===== config.mk =====
export PLATFORM = sky130hd
export DESIGN_NAME = hazard_ctrl
export DESIGN_NICKNAME = d
export VERILOG_FILES = /design/src/rtl/cpu_pkg.sv /design/src/rtl/sat_counter.sv /design/src/rtl/hazard_ctrl.sv
export SDC_FILE = /design/constraint.sdc
export NUM_CORES = 1
export LEC_CHECK = 0
export ABC_AREA = 0
export CAP_MARGIN = 20
export CORE_MARGIN = 2
export CORE_UTILIZATION = 39
export CTS_CLUSTER_SIZE = 20
export DETAILED_ROUTE_END_ITERATION = 8
export PLACE_DENSITY_LB_ADDON = 0.1
export SYNTH_ARGS = -nofsm -noshare
export SYNTH_HDL_FRONTEND = slang
export SYNTH_SLANG_ARGS = --single-unit

===== constraint.sdc =====
create_clock -name clk -period 2.3 [get_ports clk]
set_clock_uncertainty 0.2 [all_clocks]
set_input_delay 0.46 -clock clk [delete_from_list [all_inputs] [get_ports clk]]
set_output_delay 0.46 -clock clk [all_outputs]
set_load 0.02 [all_outputs]

===== src/rtl/cpu_pkg.sv =====
// cpu_pkg -- definitions shared by the pipeline control blocks.
//   hz_state_e : hazard-controller FSM state encoding
//   REG_ZERO   : architectural zero register index (never a real dependency)
//   pipe_ctl_t : bundle of pipeline register enables/flushes
//   CTL_*      : the four pipeline-control patterns the controller can drive
package cpu_pkg;

  typedef enum logic [1:0] {
    RUN      = 2'b00,
    MEM_WAIT = 2'b01,
    ERROR    = 2'b10
  } hz_state_e;

  localparam logic [4:0] REG_ZERO = 5'd0;

  typedef struct packed {
    logic pc_write;
    logic if_id_write;
    logic if_id_flush;
    logic id_ex_write;
    logic id_ex_flush;
    logic ex_mem_write;
    logic mem_wb_flush;
  } pipe_ctl_t;

  // Free-running pipeline.
  localparam pipe_ctl_t CTL_RUN    = '{1'b1, 1'b1, 1'b0, 1'b1, 1'b0, 1'b1, 1'b0};
  // Whole pipe frozen; the access stuck in MEM must not retire, so MEM/WB gets a bubble.
  localparam pipe_ctl_t CTL_FREEZE = '{1'b0, 1'b0, 1'b0, 1'b0, 1'b0, 1'b0, 1'b1};
  // Taken branch: squash the two younger instructions, redirect PC.
  localparam pipe_ctl_t CTL_BRANCH = '{1'b1, 1'b1, 1'b1, 1'b1, 1'b1, 1'b1, 1'b0};
  // Load-use: hold PC and IF/ID, inject a bubble into EX.
  localparam pipe_ctl_t CTL_BUBBLE = '{1'b0, 1'b0, 1'b0, 1'b1, 1'b1, 1'b1, 1'b0};

endpackage


===== src/rtl/sat_counter.sv =====
// sat_counter -- W-bit event counter that sticks at all-ones instead of wrapping.
// Ports:
//   clk    in  clock
//   rst_n  in  asynchronous active-low reset (clears count)
//   inc    in  count one event this cycle
//   count  out current count
module sat_counter #(
  parameter int W = 32
) (
  input  logic         clk,
  input  logic         rst_n,
  input  logic         inc,
  output logic [W-1:0] count
);

  logic [W-1:0] r_count;

  always_ff @(posedge clk or negedge rst_n) begin
    if (!rst_n) begin
      r_count <= '0;
    end else if (inc && (r_count != '1)) begin
      r_count <= r_count + 1'b1;
    end
  end

  assign count = r_count;

endmodule


===== src/rtl/hazard_ctrl.sv =====
// hazard_ctrl -- pipeline hazard controller for a 5-stage in-order core.
// Resolves memory-wait, taken-branch and load-use hazards (in that priority),
// flags a sticky error when a memory access never completes, and keeps
// saturating stall/flush performance counters.
// Ports:
//   clk, rst_n                     clock, asynchronous active-low reset
//   if_id_rs/rt, if_id_uses_rt     source operands of the instruction in ID
//   id_ex_rt, id_ex_mem_read       destination / load flag of the instruction in EX
//   ex_branch_taken                branch/jump resolved taken in EX
//   ex_mem_mem_read/write, mem_ready  MEM-stage access and its completion
//   pc_write .. mem_wb_flush       pipeline register enables / flushes (combinational)
//   mem_err                        sticky memory-timeout flag
//   stall_cnt, flush_cnt           saturating performance counters
module hazard_ctrl
  import cpu_pkg::*;
#(
  parameter int MEM_TIMEOUT = 15,
  parameter int CNT_W       = 32
) (
  input  logic             clk,
  input  logic             rst_n,
  input  logic [4:0]       if_id_rs,
  input  logic [4:0]       if_id_rt,
  input  logic             if_id_uses_rt,
  input  logic [4:0]       id_ex_rt,
  input  logic             id_ex_mem_read,
  input  logic             ex_branch_taken,
  input  logic             ex_mem_mem_read,
  input  logic             ex_mem_mem_write,
  input  logic             mem_ready,
  output logic             pc_write,
  output logic             if_id_write,
  output logic             if_id_flush,
  output logic             id_ex_write,
  output logic             id_ex_flush,
  output logic             ex_mem_write,
  output logic             mem_wb_flush,
  output logic             mem_err,
  output logic [CNT_W-1:0] stall_cnt,
  output logic [CNT_W-1:0] flush_cnt
);

  localparam logic [7:0] TIMEOUT_V = 8'(MEM_TIMEOUT);

  hz_state_e  r_state;
  logic [7:0] r_wait_cnt;
  logic       r_mem_err;

  logic       w_memh;
  logic       w_luh;
  logic [7:0] w_wait_next;
  pipe_ctl_t  w_ctl;

  assign w_memh = (ex_mem_mem_read | ex_mem_mem_write) & ~mem_ready;

  // Loads into r0 never create a dependency; RT only matters when ID reads it.
  assign w_luh = id_ex_mem_read & (id_ex_rt != REG_ZERO) &
                 ((id_ex_rt == if_id_rs) | (if_id_uses_rt & (id_ex_rt == if_id_rt)));

  assign w_wait_next = r_wait_cnt + 8'd1;

  // RUN and MEM_WAIT share the same priority resolution; only ERROR overrides it.
  // Reset forces r_state to RUN, so outputs during reset follow the RUN evaluation.
  always_comb begin
    w_ctl = CTL_RUN;
    if (r_state == ERROR) begin
      w_ctl = CTL_FREEZE;
    end else if (w_memh) begin
      w_ctl = CTL_FREEZE;
    end else if (ex_branch_taken) begin
      w_ctl = CTL_BRANCH;
    end else if (w_luh) begin
      w_ctl = CTL_BUBBLE;
    end
  end

  always_ff @(posedge clk or negedge rst_n) begin
    if (!rst_n) begin
      r_state    <= RUN;
      r_wait_cnt <= 8'd0;
      r_mem_err  <= 1'b0;
    end else begin
      case (r_state)
        RUN: begin
          if (w_memh) begin
            r_state    <= MEM_WAIT;
            r_wait_cnt <= 8'd0;
          end
        end
        MEM_WAIT: begin
          if (w_memh) begin
            r_wait_cnt <= w_wait_next;
            // Trip on the edge where the count would reach the limit.
            if (w_wait_next == TIMEOUT_V) begin
              r_state   <= ERROR;
              r_mem_err <= 1'b1;
            end
          end else begin
            r_state <= RUN;
          end
        end
        ERROR: begin
          r_state   <= ERROR;
          r_mem_err <= 1'b1;
        end
        default: begin
          r_state <= RUN;
        end
      endcase
    end
  end

  assign pc_write     = w_ctl.pc_write;
  assign if_id_write  = w_ctl.if_id_write;
  assign if_id_flush  = w_ctl.if_id_flush;
  assign id_ex_write  = w_ctl.id_ex_write;
  assign id_ex_flush  = w_ctl.id_ex_flush;
  assign ex_mem_write = w_ctl.ex_mem_write;
  assign mem_wb_flush = w_ctl.mem_wb_flush;
  assign mem_err      = r_mem_err;

  // A held PC is the definition of a stall, which also covers ERROR cycles.
  sat_counter #(.W(CNT_W)) u_stall_cnt (
    .clk   (clk),
    .rst_n (rst_n),
    .inc   (~w_ctl.pc_write),
    .count (stall_cnt)
  );

  sat_counter #(.W(CNT_W)) u_flush_cnt (
    .clk   (clk),
    .rst_n (rst_n),
    .inc   (w_ctl.if_id_flush),
    .count (flush_cnt)
  );

endmodule


Word-level counts from Yosys, hierarchy flattened
Cells that the tools add are included.

word-level totals
  bits of input ports = 23
  register bits after elaboration = 75

cells by class
  add/subtract/negate cells = 3
  multiplexer cells = 14
  reductions and logical operators = 9
  bitwise logic cells = 8
  equal/unequal tests = 11

operators by type and width
  cell                                                             number
  32-bit by 1-bit adder with 32-bit output, second input constant  2
  32-bit inequality test, second input constant                    2
  7-bit 2-to-1 mux                                                 4
  8-bit 2-to-1 mux                                                 2
  8-bit case mux with 2 select lines                               1
  5-bit == test                                                    2
  8-bit by 1-bit adder with 8-bit output, second input constant    1
  8-bit by 4-bit == test with 1-bit output, second input constant  1
  2-bit 2-to-1 mux                                                 3
  2-bit inequality test, second input constant                     3
  2-bit case mux with 3 select lines                               1
  3-bit AND reduction                                              2
  5-bit nonzero test                                               1
  1-bit bitwise AND                                                4
  2-bit nonzero test                                               2
  3-bit inequality test, second input constant                     1
  2-bit by 1-bit == test with 1-bit output, second input constant  1
  2-bit == test, second input constant                             1
  1-bit logical AND                                                2
  2-bit logical NOT                                                1
  1-bit 2-to-1 mux                                                 2
  1-bit NOT                                                        2
  1-bit bitwise OR                                                 2
  1-bit case mux with 2 select lines                               1
  2-bit AND reduction                                              1

Depth between registers and ports, before layout
  word-level depth = 10
  mapped depth = 9
  mapped depth without buffers = 8

By module
From an unflattened synthesis, not the netlist that was laid out.

unflattened totals
  cell total of the unflattened synthesis = 404
  area total of the unflattened synthesis = 4124.0 um^2

by module, submodules not included
  module       area an instance (um^2)  instances  seq. area each (um^2)  cells an instance
  sat_counter  1624.1                   2          800.8                  151
  hazard_ctrl  875.8                    1          275.3                  102

Worst setup path after synthesis
No wires, ideal clock.

  path type = in2reg
  start = in id_ex_rt[3]
  end = reg u_stall_cnt.r_count[4] (netlist: u_stall_cnt.count[4])
  path slack = -0.085 ns
  data arrival time = 2.054 ns
  library setup time = 0.131 ns
  stages = 8
  path buffers = 1
  cells stage by stage = xor2_1 > nor4_1 > a32oi_1 > o31a_1 > buf_6 > a21o_4 > or3_1 > xnor2_1

on the way
  cells in the longest elaborated chain, start to end = 10
  elaborated cells on any way between the ends = 13
  classes of those cells = 2 x eq/ne; 4 x mux; 5 x bitwise; 2 x reduce/logical

RTL lines
  what                  line                text
  start, declared       hazard_ctrl.sv:25   input logic [4:0] id_ex_rt,
  5-bit == test         hazard_ctrl.sv:58   ((id_ex_rt == if_id_rs) | (if_id_uses_rt & (id_ex_rt == if_id_rt)));
  1-bit bitwise AND     hazard_ctrl.sv:58
  1-bit bitwise OR      hazard_ctrl.sv:58
  1-bit bitwise AND *   hazard_ctrl.sv:57   assign w_luh = id_ex_mem_read & (id_ex_rt != REG_ZERO) &
  7-bit 2-to-1 mux *    hazard_ctrl.sv:72   end else if (w_luh) begin
  7-bit 2-to-1 mux *    hazard_ctrl.sv:70   end else if (ex_branch_taken) begin
  7-bit 2-to-1 mux *    hazard_ctrl.sv:68   end else if (w_memh) begin
  7-bit 2-to-1 mux *    hazard_ctrl.sv:66   if (r_state == ERROR) begin
  1-bit NOT *           hazard_ctrl.sv:126  .inc (~w_ctl.pc_write),
  1-bit logical AND *   sat_counter.sv:21   end else if (inc && (r_count != '1)) begin
  end signal, assigned  sat_counter.sv:22   r_count <= r_count + 1'b1;
  end, declared         sat_counter.sv:16   logic [W-1:0] r_count;

Mark *: on every way between the ends. The rest lies on a longest branch, timed or not.
A chain may end at the register's enable or synchronous reset.

Worst setup path in the final report
  start = in id_ex_rt[1]
  end = out id_ex_flush

on the way
  cells in the longest elaborated chain, start to end = 8
  elaborated cells on any way between the ends = 11
  classes of those cells = 2 x eq/ne; 4 x mux; 4 x bitwise; 1 x reduce/logical

RTL lines
  what                 line               text
  5-bit == test        hazard_ctrl.sv:58
  1-bit bitwise AND    hazard_ctrl.sv:58
  1-bit bitwise OR     hazard_ctrl.sv:58
  1-bit bitwise AND *  hazard_ctrl.sv:57
  7-bit 2-to-1 mux *   hazard_ctrl.sv:72
  7-bit 2-to-1 mux *   hazard_ctrl.sv:70
  7-bit 2-to-1 mux *   hazard_ctrl.sv:68
  7-bit 2-to-1 mux *   hazard_ctrl.sv:66
  end, declared        hazard_ctrl.sv:35  output logic id_ex_flush,

Marked as above.

==> key figures <==
Route
  • Vias: 3,285
  • DRT iter0 DRCs: 65
  • DRC viols: 0
  • Routed wire per std cell: 14.4 µm
  • Drt first pass iters: 4
  • Drt total wl: 9720 µm
  • Vias/cell: ~4.9
  • Number of routed nets with antenna violations: 0

Critical path
  • Worst path buffer plus inverter count: 5
  • Setup crit end kind: primary output
  • Arr. time, crit path: 1.81 ns
  • Critical path's top delay family: buffers and inverters
  • Max Fanout on Critical Path: 2
  • Slowest CP cell: nor3_2
  • CP startpoint kind: input port
  • Crit path largest cell delay: 0.22 ns
  • CP cell instances: buf_6, buf_6, buf_6, xor2_2, nor3_2, a32oi_2, buf_4, nor2_4, nor2_1, nor2_1, buf_4
  • Critical path type: in -> out
  • Worst EP required: 1.64 ns
  • Reg2reg setup slack: 0.05 ns
  • Most used cell, CP: buf_6

STA
  • Slew of the pin with the lowest slew margin: 0.491 ns
  • Final worst-path cycle share: 108%
  • Hold Vio Cnt, Final: 0
  • Final setup vio count: 21
  • RSZ-0062 raised after global routing: yes
  • Slew HR: 67.3%
  • Final min period: 2.47 ns
  • Max frequency: 404 MHz
  • Slew Viols, Final: 0
  • Final WS setup: -0.175 ns
  • Fin Hold WS: 0.293 ns

Synth
  • Mapped Area: between 0.003 and 0.004 mm²
  • Main area contributors after synthesis: dfrtp_1 49%, xor2_1 8.7%, xnor2_1 8.2%, nand2_1 4.1%, nand3_1 3.9%
  • Post-synthesis net count: 404
  • Yosys warns: 0
  • Synth top area share: around 50%
  • Post-synth EDFFs: 0
  • Async SR Flop Fraction: 100%
  • Sequential fraction of the synthesis area: 49.1%
  • Synth Instances: roughly 380
  • Syn Area/Cell: slightly above 10 µm²
  • Leading area contributor after synthesis: dfrtp_1
  • Post-synth cell types: 41
  • Yosys reg bits: 75
  • Top FF cell, synth: dfrtp_1

GRT
  • Total gr overflow: 0
  • First-pass GRT wire length: 15,500 µm
  • Vias in the first global route: 3,338
  • Initial antenna violation count: 0
  • Total Routing Usage GR: around a fifth
  • Largest net degree at the start of global routing: 37

CTS
  • Inserted Clock Buffers: 9
  • Clock tree root driver cell: clkbuf_8
  • CTS H-tree depth: 3
  • Clk sinks: 75
  • Clk_lat worst skew: 0.35 ns
  • Worst-case clock buffer depth: 2
  • Clock slew at reported path FFs: 0.07 ns
  • CTS tree: done

Power
  • Static leakage: 2.63 nW
  • Pwr dens: 694 mW/mm²
  • VDD IR-drop max: around 0.00049 V

Cells and area
  • Fin cells: around 680
  • Final Net Count: 566
  • N_diodes: 0
  • Final core utilization: a little over three fifths
  • Synth-to-layout area growth: 58.2%
  • Ratio of cells with drive above 1 in the final layout: 28.9%

Die
  • CORE AREA: 0.00964 mm²
  • IO Count: 95
  • Die area: 0.0106 mm²
  • Die W: 103 µm
  • Initial Util: 39.7%
  • Row cnt: 36
  • Die Y: about 100 µm

Placed design
  • Routability congestion estimate: approximately 0.81
  • # placed instances: 653
  • Post-detail-place hpwl: 6870 µm
  • I/O Buffers: 94

Run status
  • Status: finished, violations left
  • Failing checks: negative setup slack

Job
  • Maxcap violations: 0

Min path
  • Worst Hold Class: reg -> reg
flip-flops by register name, summed over array words and instances (netlist names):
register           flops
u_flush_cnt.count     32
mem_err                1
r_state                2
u_stall_cnt.count     32
r_wait_cnt             8
power by group:
part / internal, W / switching, W
clock network: 0.000752 / 0.000496
logic: 0.000622 / 0.000644
registers: 0.00149 / 0.000192
metrics by stage:
stage / cell area, µm² / worst slack, ns / setup TNS (ns) / total power, W
finish: 6050 / -0.175 / -1.52 / 0.00420
global route: 6050 / -0.247 / -3.32 / 0.00444
CTS: 5800 / -0.202 / -2.29 / 0.00418
detailed placement: 5330 / -0.921 / -35.30 / 0.00286
global placement: 5330 / -0.891 / -34.02 / 0.00284
floorplan: 3820 / -0.0788 / -0.106 / 0.00225
cell usage in the layout, fill, tap and decap left out, types with 5 or more instances in the layout:
master,instances
buf_2,6
buf_4,54
clkdlybuf4s50_1,70
o21ai_0,6
buf_6,12
nor3_4,7
nand2b_1,5
xor2_1,35
nor3_1,10
nor2_4,7
nand4_1,11
xnor2_1,33
clkbuf_8,10
dfrtp_1,75
nand3_4,5
nand3_1,23
nand2_1,37
nor3_2,5
dlygate4sd2_1,5
nor4_4,5
inv_1,12
nor2_1,24
and3_1,8
cell usage after synthesis, types with 3 or more instances:
cell      number
xnor2_1       36
nor2_1        31
xor2_1        38
nand4_1       11
nor3_2         3
nand2b_1       5
and2_1         4
nand3_1       30
ha_1           4
nor3_1        17
mux2i_1        3
nor4_2         5
and4_1         3
dfrtp_1       75
nor4_1         3
or3_1          4
and3_1        10
nand2_1       42
clkbuf_1       4
o21ai_0        7
inv_1         12
a21oi_1        4
final timing paths:
path / start / cells after the start / end
worst max-delay path: id_ex_rt[1] / 11 / id_ex_flush
worst min-delay path: mem_err / 1 / mem_err
worst max register to register: u_stall_cnt.count[0] / 8 / u_stall_cnt.count[9]
worst min register to register: mem_err / 1 / mem_err
max in group asynchronous: rst_n / 3 / u_flush_cnt.count[31]
min in group asynchronous: rst_n / 2 / u_stall_cnt.count[26]
layout make-up:
cell class / count / area, µm²
clock buffer: 10 / 138
clock inverter: 6 / 111
fill: 813 / 3590
inverter: 12 / 45.0
multi-input combinational: 283 / 2270
sequential: 75 / 1880
tap: 133 / 166
timing repair buffer: 158 / 1440
routing by layer:
metal	vias up	global-route usage, %	wire length, µm
met5	-	0	0
met4	0	7.49	159
met3	13	3.32	352
met2	64	31.9	4900
met1	1595	23.7	4320
li1	1613	-	-
kinds of logic (layout without fill, tap and decap cells):
logic type | Yosys count | after routing | synth area share [%]
xor+xnor | 74 | 74 | 17.0
simple gates | 175 | 175 | 24.4
mux | 4 | 4 | 1.08
flops | 75 | 75 | 49.1
fa+ha+maj | 4 | 4 | 1.31
buf+inv | 20 | 186 | 2.55
compound gates | 25 | 26 | 4.62
what timing repair did:
action                     4_1_cts  5_1_grt
pin swaps                       46       30
buffers inserted                 5        1
hold endpoints to repair        34        0
setup endpoints to repair       48       48
gates resized for setup        103       55
cloned                           1        0
hold buffers                     1        0
No activity file was read; power rests on OpenSTA's default activity.
